[config.mk]
export PLATFORM = sky130hd
export DESIGN_NAME = cpu_sequencer_flat
export DESIGN_NICKNAME = d
export VERILOG_FILES = /design/src/rtl/cpu_sequencer_if.sv /design/src/rtl/cpu_sequencer.sv /design/src/flat_wrapper.sv
export SDC_FILE = /design/constraint.sdc
export NUM_CORES = 1
export LEC_CHECK = 0
export CAP_MARGIN = 20
export CORE_AREA = 2 2 65 82
export DETAILED_ROUTE_END_ITERATION = 12
export DIE_AREA = 0 0 67 84
export GPL_ROUTABILITY_DRIVEN = 0
export PLACE_DENSITY_LB_ADDON = 0.15
export SYNTH_ARGS = -nofsm -noshare
export SYNTH_HDL_FRONTEND = slang
export SYNTH_SLANG_ARGS = --single-unit
[constraint.sdc]
create_clock -name clk -period 2.4 [get_ports clk]
set_clock_uncertainty 0.2 [all_clocks]
set_input_delay 0.48 -clock clk [delete_from_list [all_inputs] [get_ports clk]]
set_output_delay 0.48 -clock clk [all_outputs]
set_load 0.01 [all_outputs]
[src/rtl/cpu_sequencer_if.sv]
// cpu_sequencer_if
//   Groups the sequencer's program-memory read bus and its decoder link.
//
//   Program memory handshake (valid/ready style):
//     prog_req   - sequencer wants the byte at prog_addr. It holds prog_req and
//                  prog_addr steady until the transfer completes.
//     prog_valid - memory has prog_data ready. A transfer completes on the
//                  rising clk edge where prog_req & prog_valid are both 1.
//                  prog_valid with prog_req=0 has no effect. Wait states are
//                  unbounded.
//
//   Decoder link: opcode/operand go out to the decoder. jump_operation,
//   jump_condition and ram_operand come back and are sampled at the end of
//   the DECODE cycle.
//
//   Modports: master = sequencer side, slave = memory/decoder side.
interface cpu_sequencer_if #(
  parameter int PC_W = 8
);
  logic            prog_req;
  logic [PC_W-1:0] prog_addr;
  logic [7:0]      prog_data;
  logic            prog_valid;
  logic [7:0]      opcode;
  logic [7:0]      operand;
  logic            jump_operation;
  logic            jump_condition;
  logic            ram_operand;
  logic            exec_strobe;
  logic            wb_strobe;

  modport master (
    output prog_req, prog_addr, opcode, operand, exec_strobe, wb_strobe,
    input  prog_data, prog_valid, jump_operation, jump_condition, ram_operand
  );

  modport slave (
    input  prog_req, prog_addr, opcode, operand, exec_strobe, wb_strobe,
    output prog_data, prog_valid, jump_operation, jump_condition, ram_operand
  );
endinterface

[src/rtl/cpu_sequencer.sv]
// cpu_sequencer
//   Fetch/execute controller for the 8-bit CPU core. It owns the program
//   counter and runs the cycle FETCH -> DECODE -> [OPERAND] -> EXECUTE ->
//   WRITEBACK. It applies taken jumps in EXECUTE and issues one-cycle
//   exec/writeback strobes to the datapath.
//
// Ports:
//   clk, rst_n  - clock (rising edge), asynchronous active-low reset
//   run         - 1 starts and continues execution. When dropped, the current
//                 instruction finishes first.
//   bus         - cpu_sequencer_if.master: program memory read bus,
//                 opcode/operand to the decoder, decoder flags, strobes
//   pc          - current program counter (also drives bus.prog_addr)
//   state       - FSM state code, for debug
//   halted      - 1 while parked on the halt opcode
//   retired     - count of completed instructions, wraps at 16 bits
module cpu_sequencer #(
  parameter int          PC_W        = 8,
  parameter int unsigned RESET_PC    = 0,
  parameter logic [7:0]  HALT_OPCODE = 8'hFF
) (
  input  logic            clk,
  input  logic            rst_n,
  input  logic            run,
  cpu_sequencer_if.master bus,
  output logic [PC_W-1:0] pc,
  output logic [2:0]      state,
  output logic            halted,
  output logic [15:0]     retired
);

  typedef enum logic [2:0] {
    S_IDLE      = 3'd0,
    S_FETCH     = 3'd1,
    S_DECODE    = 3'd2,
    S_OPERAND   = 3'd3,
    S_EXECUTE   = 3'd4,
    S_WRITEBACK = 3'd5,
    S_HALT      = 3'd6
  } state_e;

  state_e          state_q, state_d;
  logic [PC_W-1:0] pc_q, pc_d;
  logic [7:0]      opcode_q, opcode_d;
  logic [7:0]      operand_q, operand_d;
  logic [15:0]     retired_q, retired_d;

  logic prog_req;
  logic exec_strobe;
  logic wb_strobe;
  logic halted_o;

  always_ff @(posedge clk or negedge rst_n) begin
    if (!rst_n) begin
      state_q   <= S_IDLE;
      pc_q      <= PC_W'(RESET_PC);
      opcode_q  <= 8'h00;
      operand_q <= 8'h00;
      retired_q <= 16'h0000;
    end else begin
      state_q   <= state_d;
      pc_q      <= pc_d;
      opcode_q  <= opcode_d;
      operand_q <= operand_d;
      retired_q <= retired_d;
    end
  end

  // The strobes, prog_req and halted decode only from state_q. Reset
  // therefore clears them at once, with no clock edge needed.
  always_comb begin
    state_d     = state_q;
    pc_d        = pc_q;
    opcode_d    = opcode_q;
    operand_d   = operand_q;
    retired_d   = retired_q;
    prog_req    = 1'b0;
    exec_strobe = 1'b0;
    wb_strobe   = 1'b0;
    halted_o    = 1'b0;

    case (state_q)
      S_IDLE: begin
        if (run) state_d = S_FETCH;
      end
      S_FETCH: begin
        prog_req = 1'b1;
        if (bus.prog_valid) begin
          opcode_d = bus.prog_data;
          pc_d     = pc_q + PC_W'(1);
          state_d  = S_DECODE;
        end
      end
      // One settle cycle for the decoder. Its flags are read on the edge
      // that leaves DECODE. Halt takes priority over the operand flags.
      S_DECODE: begin
        if (opcode_q == HALT_OPCODE)
          state_d = S_HALT;
        else if (bus.jump_operation || bus.ram_operand)
          state_d = S_OPERAND;
        else
          state_d = S_EXECUTE;
      end
      S_OPERAND: begin
        prog_req = 1'b1;
        if (bus.prog_valid) begin
          operand_d = bus.prog_data;
          pc_d      = pc_q + PC_W'(1);
          state_d   = S_EXECUTE;
        end
      end
      // A taken jump replaces the already-incremented pc. The decoder
      // flags are still held from DECODE at this point.
      S_EXECUTE: begin
        exec_strobe = 1'b1;
        if (bus.jump_operation && bus.jump_condition)
          pc_d = operand_q[PC_W-1:0];
        state_d = S_WRITEBACK;
      end
      S_WRITEBACK: begin
        wb_strobe = 1'b1;
        retired_d = retired_q + 16'd1;
        state_d   = run ? S_FETCH : S_IDLE;
      end
      S_HALT: begin
        halted_o = 1'b1;
        if (!run) state_d = S_IDLE;
      end
      default: state_d = S_IDLE;
    endcase
  end

  assign bus.prog_req    = prog_req;
  assign bus.prog_addr   = pc_q;
  assign bus.opcode      = opcode_q;
  assign bus.operand     = operand_q;
  assign bus.exec_strobe = exec_strobe;
  assign bus.wb_strobe   = wb_strobe;

  assign pc      = pc_q;
  assign state   = state_q;
  assign halted  = halted_o;
  assign retired = retired_q;

endmodule

[src/flat_wrapper.sv]
// flat-port wrapper written by rule: the top's interface ports become plain ports
module cpu_sequencer_flat 
#(
  parameter int          PC_W        = 8,
  parameter int unsigned RESET_PC    = 0,
  parameter logic [7:0]  HALT_OPCODE = 8'hFF
)
  (clk, rst_n, run, pc, state, halted, retired, bus_prog_req, bus_prog_addr, bus_opcode, bus_operand, bus_exec_strobe, bus_wb_strobe, bus_prog_data, bus_prog_valid, bus_jump_operation, bus_jump_condition, bus_ram_operand);
  cpu_sequencer_if #(.PC_W(PC_W)) bus_i ();
  input  logic clk;
  input  logic rst_n;
  input  logic run;
  output logic [PC_W-1:0] pc;
  output logic [2:0] state;
  output logic halted;
  output logic [15:0] retired;
  output wire logic [$bits(bus_i.prog_req)-1:0] bus_prog_req;
  output wire logic [$bits(bus_i.prog_addr)-1:0] bus_prog_addr;
  output wire logic [$bits(bus_i.opcode)-1:0] bus_opcode;
  output wire logic [$bits(bus_i.operand)-1:0] bus_operand;
  output wire logic [$bits(bus_i.exec_strobe)-1:0] bus_exec_strobe;
  output wire logic [$bits(bus_i.wb_strobe)-1:0] bus_wb_strobe;
  input wire logic [$bits(bus_i.prog_data)-1:0] bus_prog_data;
  input wire logic [$bits(bus_i.prog_valid)-1:0] bus_prog_valid;
  input wire logic [$bits(bus_i.jump_operation)-1:0] bus_jump_operation;
  input wire logic [$bits(bus_i.jump_condition)-1:0] bus_jump_condition;
  input wire logic [$bits(bus_i.ram_operand)-1:0] bus_ram_operand;
  assign bus_prog_req = bus_i.prog_req;
  assign bus_prog_addr = bus_i.prog_addr;
  assign bus_opcode = bus_i.opcode;
  assign bus_operand = bus_i.operand;
  assign bus_exec_strobe = bus_i.exec_strobe;
  assign bus_wb_strobe = bus_i.wb_strobe;
  assign bus_i.prog_data = bus_prog_data;
  assign bus_i.prog_valid = bus_prog_valid;
  assign bus_i.jump_operation = bus_jump_operation;
  assign bus_i.jump_condition = bus_jump_condition;
  assign bus_i.ram_operand = bus_ram_operand;
  cpu_sequencer #(.PC_W(PC_W), .RESET_PC(RESET_PC), .HALT_OPCODE(HALT_OPCODE)) u_core (.clk(clk), .rst_n(rst_n), .run(run), .bus(bus_i), .pc(pc), .state(state), .halted(halted), .retired(retired));
endmodule
==> qor.yml <==
status: "complete, no violations"
p_leak_nw: 1.286
max_freq_ghz: 0.4373
ys.flop_type: "dfrtp_1"
die-area_mm2: 0.005628
synthSimpleGateAreaFrac_pct: 18.06
ys_seq_area_share_pct: 49.77
cts_made_buffers: 5
hpwl_um: 3547
ff_latch_area_mm2: 0.001076
comb_power_share_pct: 49.6
rows: 29
area_growth_pct: 36.11
timing.rr.end: "u_core.retired[13]"
syn_nets: 206
dp.cells: 313
synthTopCellsByCount: "dfrtp_1, mux2_2, nand2_1"
finalWirelength_um: 4691
crit_type: "flop to output pin"
rsz0062_at_grt: "no"
syn_area_mm2: 0.002162
synth_seq_cells: 43
power_mw: 3.350
cp-start-kind: "flop"
gr-total-overflow: 0
grt_first_pass_wirelength_um: 7769
fin_nets: 276
synth_top_family_by_area: "simple AND/OR/NAND/NOR gates"
synth.area.mux_share_pct: 9.259
antenna_found_initial: 0
yosys.area.top_type: "dfrtp_1"
synth_xor_area_share_pct: 6.481
synth_area_leaders: "dfrtp_1, mux2_2, xnor2_1, buf_4, nand2_1"
die_w_um: 67
rr_worst_depth: 6
gr-usage-all-layers_pct: 18.09
synthCells: 189
max_slew_margin_pct: 64.24
cts_num_sinks: 43
drc: 0
p_per_area_mw_per_mm2: 1139
first_global_vias: 1585
cp-end-kind: "output pin"
r2r-start: "u_core.state[1]"
cap_violations: 0
drt-initial-drc-count: 71
cts_hold_buf: 0
ys_types: 45
firstDrtPassIters: 4
synth_compound_area_share_pct: 8.102
seqPwrFrac_pct: 37.3
synth_top_area_share_pct: 49.77
clk_pin_slew_ns: 0.08
hold_viol_final: 0
synth-adder-area-share_pct: 1.157
coreArea_mm2: 0.004935
fin_util_pct: 59.63
n_antenna_cell: 0
hold_class: "input port to async pin"
io_buffers: 69
io_pins: 70
clkPwrFrac_pct: 13.1
synth_most_common_cell: "dfrtp_1"
yosys_warnings: 0
grt_max_degree: 44
cts_tree: "yes"
p_int_mw: 2.153
htree_num_levels: 2
switching_share_pct: 35.74
worst_pin_slew_ns: 0.5364
viasPerCell: 5.130
crit_required_ns: 1.72
finalCritPeriodShare_pct: 95.28
clock_latency_ns: 0.29
ant_nets: 0
multi_input_area_um2: 933.4
slew_viol_final: 0
fillers: 447
synthArstFlopShare_pct: 100.0
ir_worst_vdd_mv: 0.7566
ff2ff_setup_slack_ns: 0.51
cts_root_buf: "clkbuf_8"
worstPathArrival_ns: 1.61
fp.dieH_um: 84
syn_avg_cell_area_um2: 11.44
post-route-min-period_ns: 2.287
synth_edf_count: 0
clk_path_buf_depth: 2
initial_utilization_pct: 43.81
setup_viol: 0
drive_above_1_share_pct: 16.15
final_cells: 322
vias: 1652
critPathMaxFanout: 8
p_switching_mw: 1.197
tns_ns: 0
post_drt_wl_per_cell_um: 14.57
-- flip-flops by register name, indices dropped and copies added (netlist names) --
register and count:
u_core.state 3, u_core.bus.prog_addr 8, u_core.bus.opcode 8, u_core.bus.operand 8, u_core.retired 16
-- worst max path at each step --
stage | startpoint | endpoint | cells after the start
3_3_place_gp | bus_prog_valid | u_core.bus.opcode[6] | 4
3_5_place_dp | bus_prog_valid | u_core.bus.opcode[5] | 4
6_report | u_core.state[1] | bus_wb_strobe | 4
2_1_floorplan | u_core.state[0] | bus_exec_strobe | 5
5_1_grt | u_core.state[1] | bus_wb_strobe | 4
4_1_cts | u_core.state[2] | bus_prog_req | 4
-- cell type report --
class                           count  share of cell area [%]
Sequential cell                    43                   36.56
Multi-Input combinational cell    126                   31.72
Timing Repair Buffer               78                   25.51
Tap cell                           62                   2.636
Clock buffer                        7                   2.594
Inverter                            5                  0.8078
Clock inverter                      1                  0.1701
-- critical path, stage by stage, from the launching register on --
cell	delay, ns
dfrtp_1	0.39
buf_4	0.17
nand3b_4	0.16
inv_2	0.08
clkdlybuf4s50_1	0.53
-- logic make-up after synthesis --
group | count (synthesis)
simple gates | 61
flops | 43
compound gates | 29
buf+inv | 20
mux | 18
xor+xnor | 16
fa+ha+maj | 2
-- timing repair --
| item | CTS | global route |
|---|---|---|
| setup endpoints to repair | 2 | 0 |
| resized for setup | 4 | 0 |
| setup buffers | 1 | 0 |
-- through the flow --
stage          cell area (um^2)  hold slack [ns]  worst slack, ns
2_1_floorplan              2162         -0.01559           0.4859
3_3_place_gp               2854           0.2707           0.2237
3_5_place_dp               2854           0.2796           0.1783
4_1_cts                    2943          0.07099          0.09672
5_1_grt                    2943           0.1039          0.05150
6_report                   2943          0.04295           0.1132
-- power groups by stage --
stage,clock (mW),combinational (mW),sequential (mW)
floorplan,0,0.822,1.33
global placement,0,1.64,1.25
detailed placement,0,1.67,1.27
CTS,0.451,1.68,1.25
global route,0.487,1.81,1.29
finish,0.439,1.66,1.25
-- layer usage --
metal / vias to the layer above / track usage [%] / part of all wire [%]
li1: 802 / - / -
met3: 6 / 5.263 / 5.6
met5: - / 0 / 0
met4: 0 / 5.195 / 1.2
met1: 797 / 21.69 / 41
met2: 47 / 30.78 / 52
-- cells in the final DEF (no fill, tap or decap), types with 2 or more instances in the layout --
cell type / n
a21oi_1: 7
a31oi_1: 2
and3_1: 3
buf_4: 9
clkbuf_1: 2
clkbuf_8: 5
clkdlybuf4s50_1: 66
dfrtp_1: 43
dlygate4sd2_1: 2
ha_1: 2
inv_1: 3
mux2_2: 16
mux2i_1: 2
nand2_1: 14
nand3_1: 9
nand4_1: 5
nor2_1: 9
nor3_1: 4
nor4_4: 2
o21ai_0: 4
o21ai_1: 8
o22ai_1: 2
xnor2_1: 12
xor2_1: 4
No activity file was read; power rests on OpenSTA's default activity.
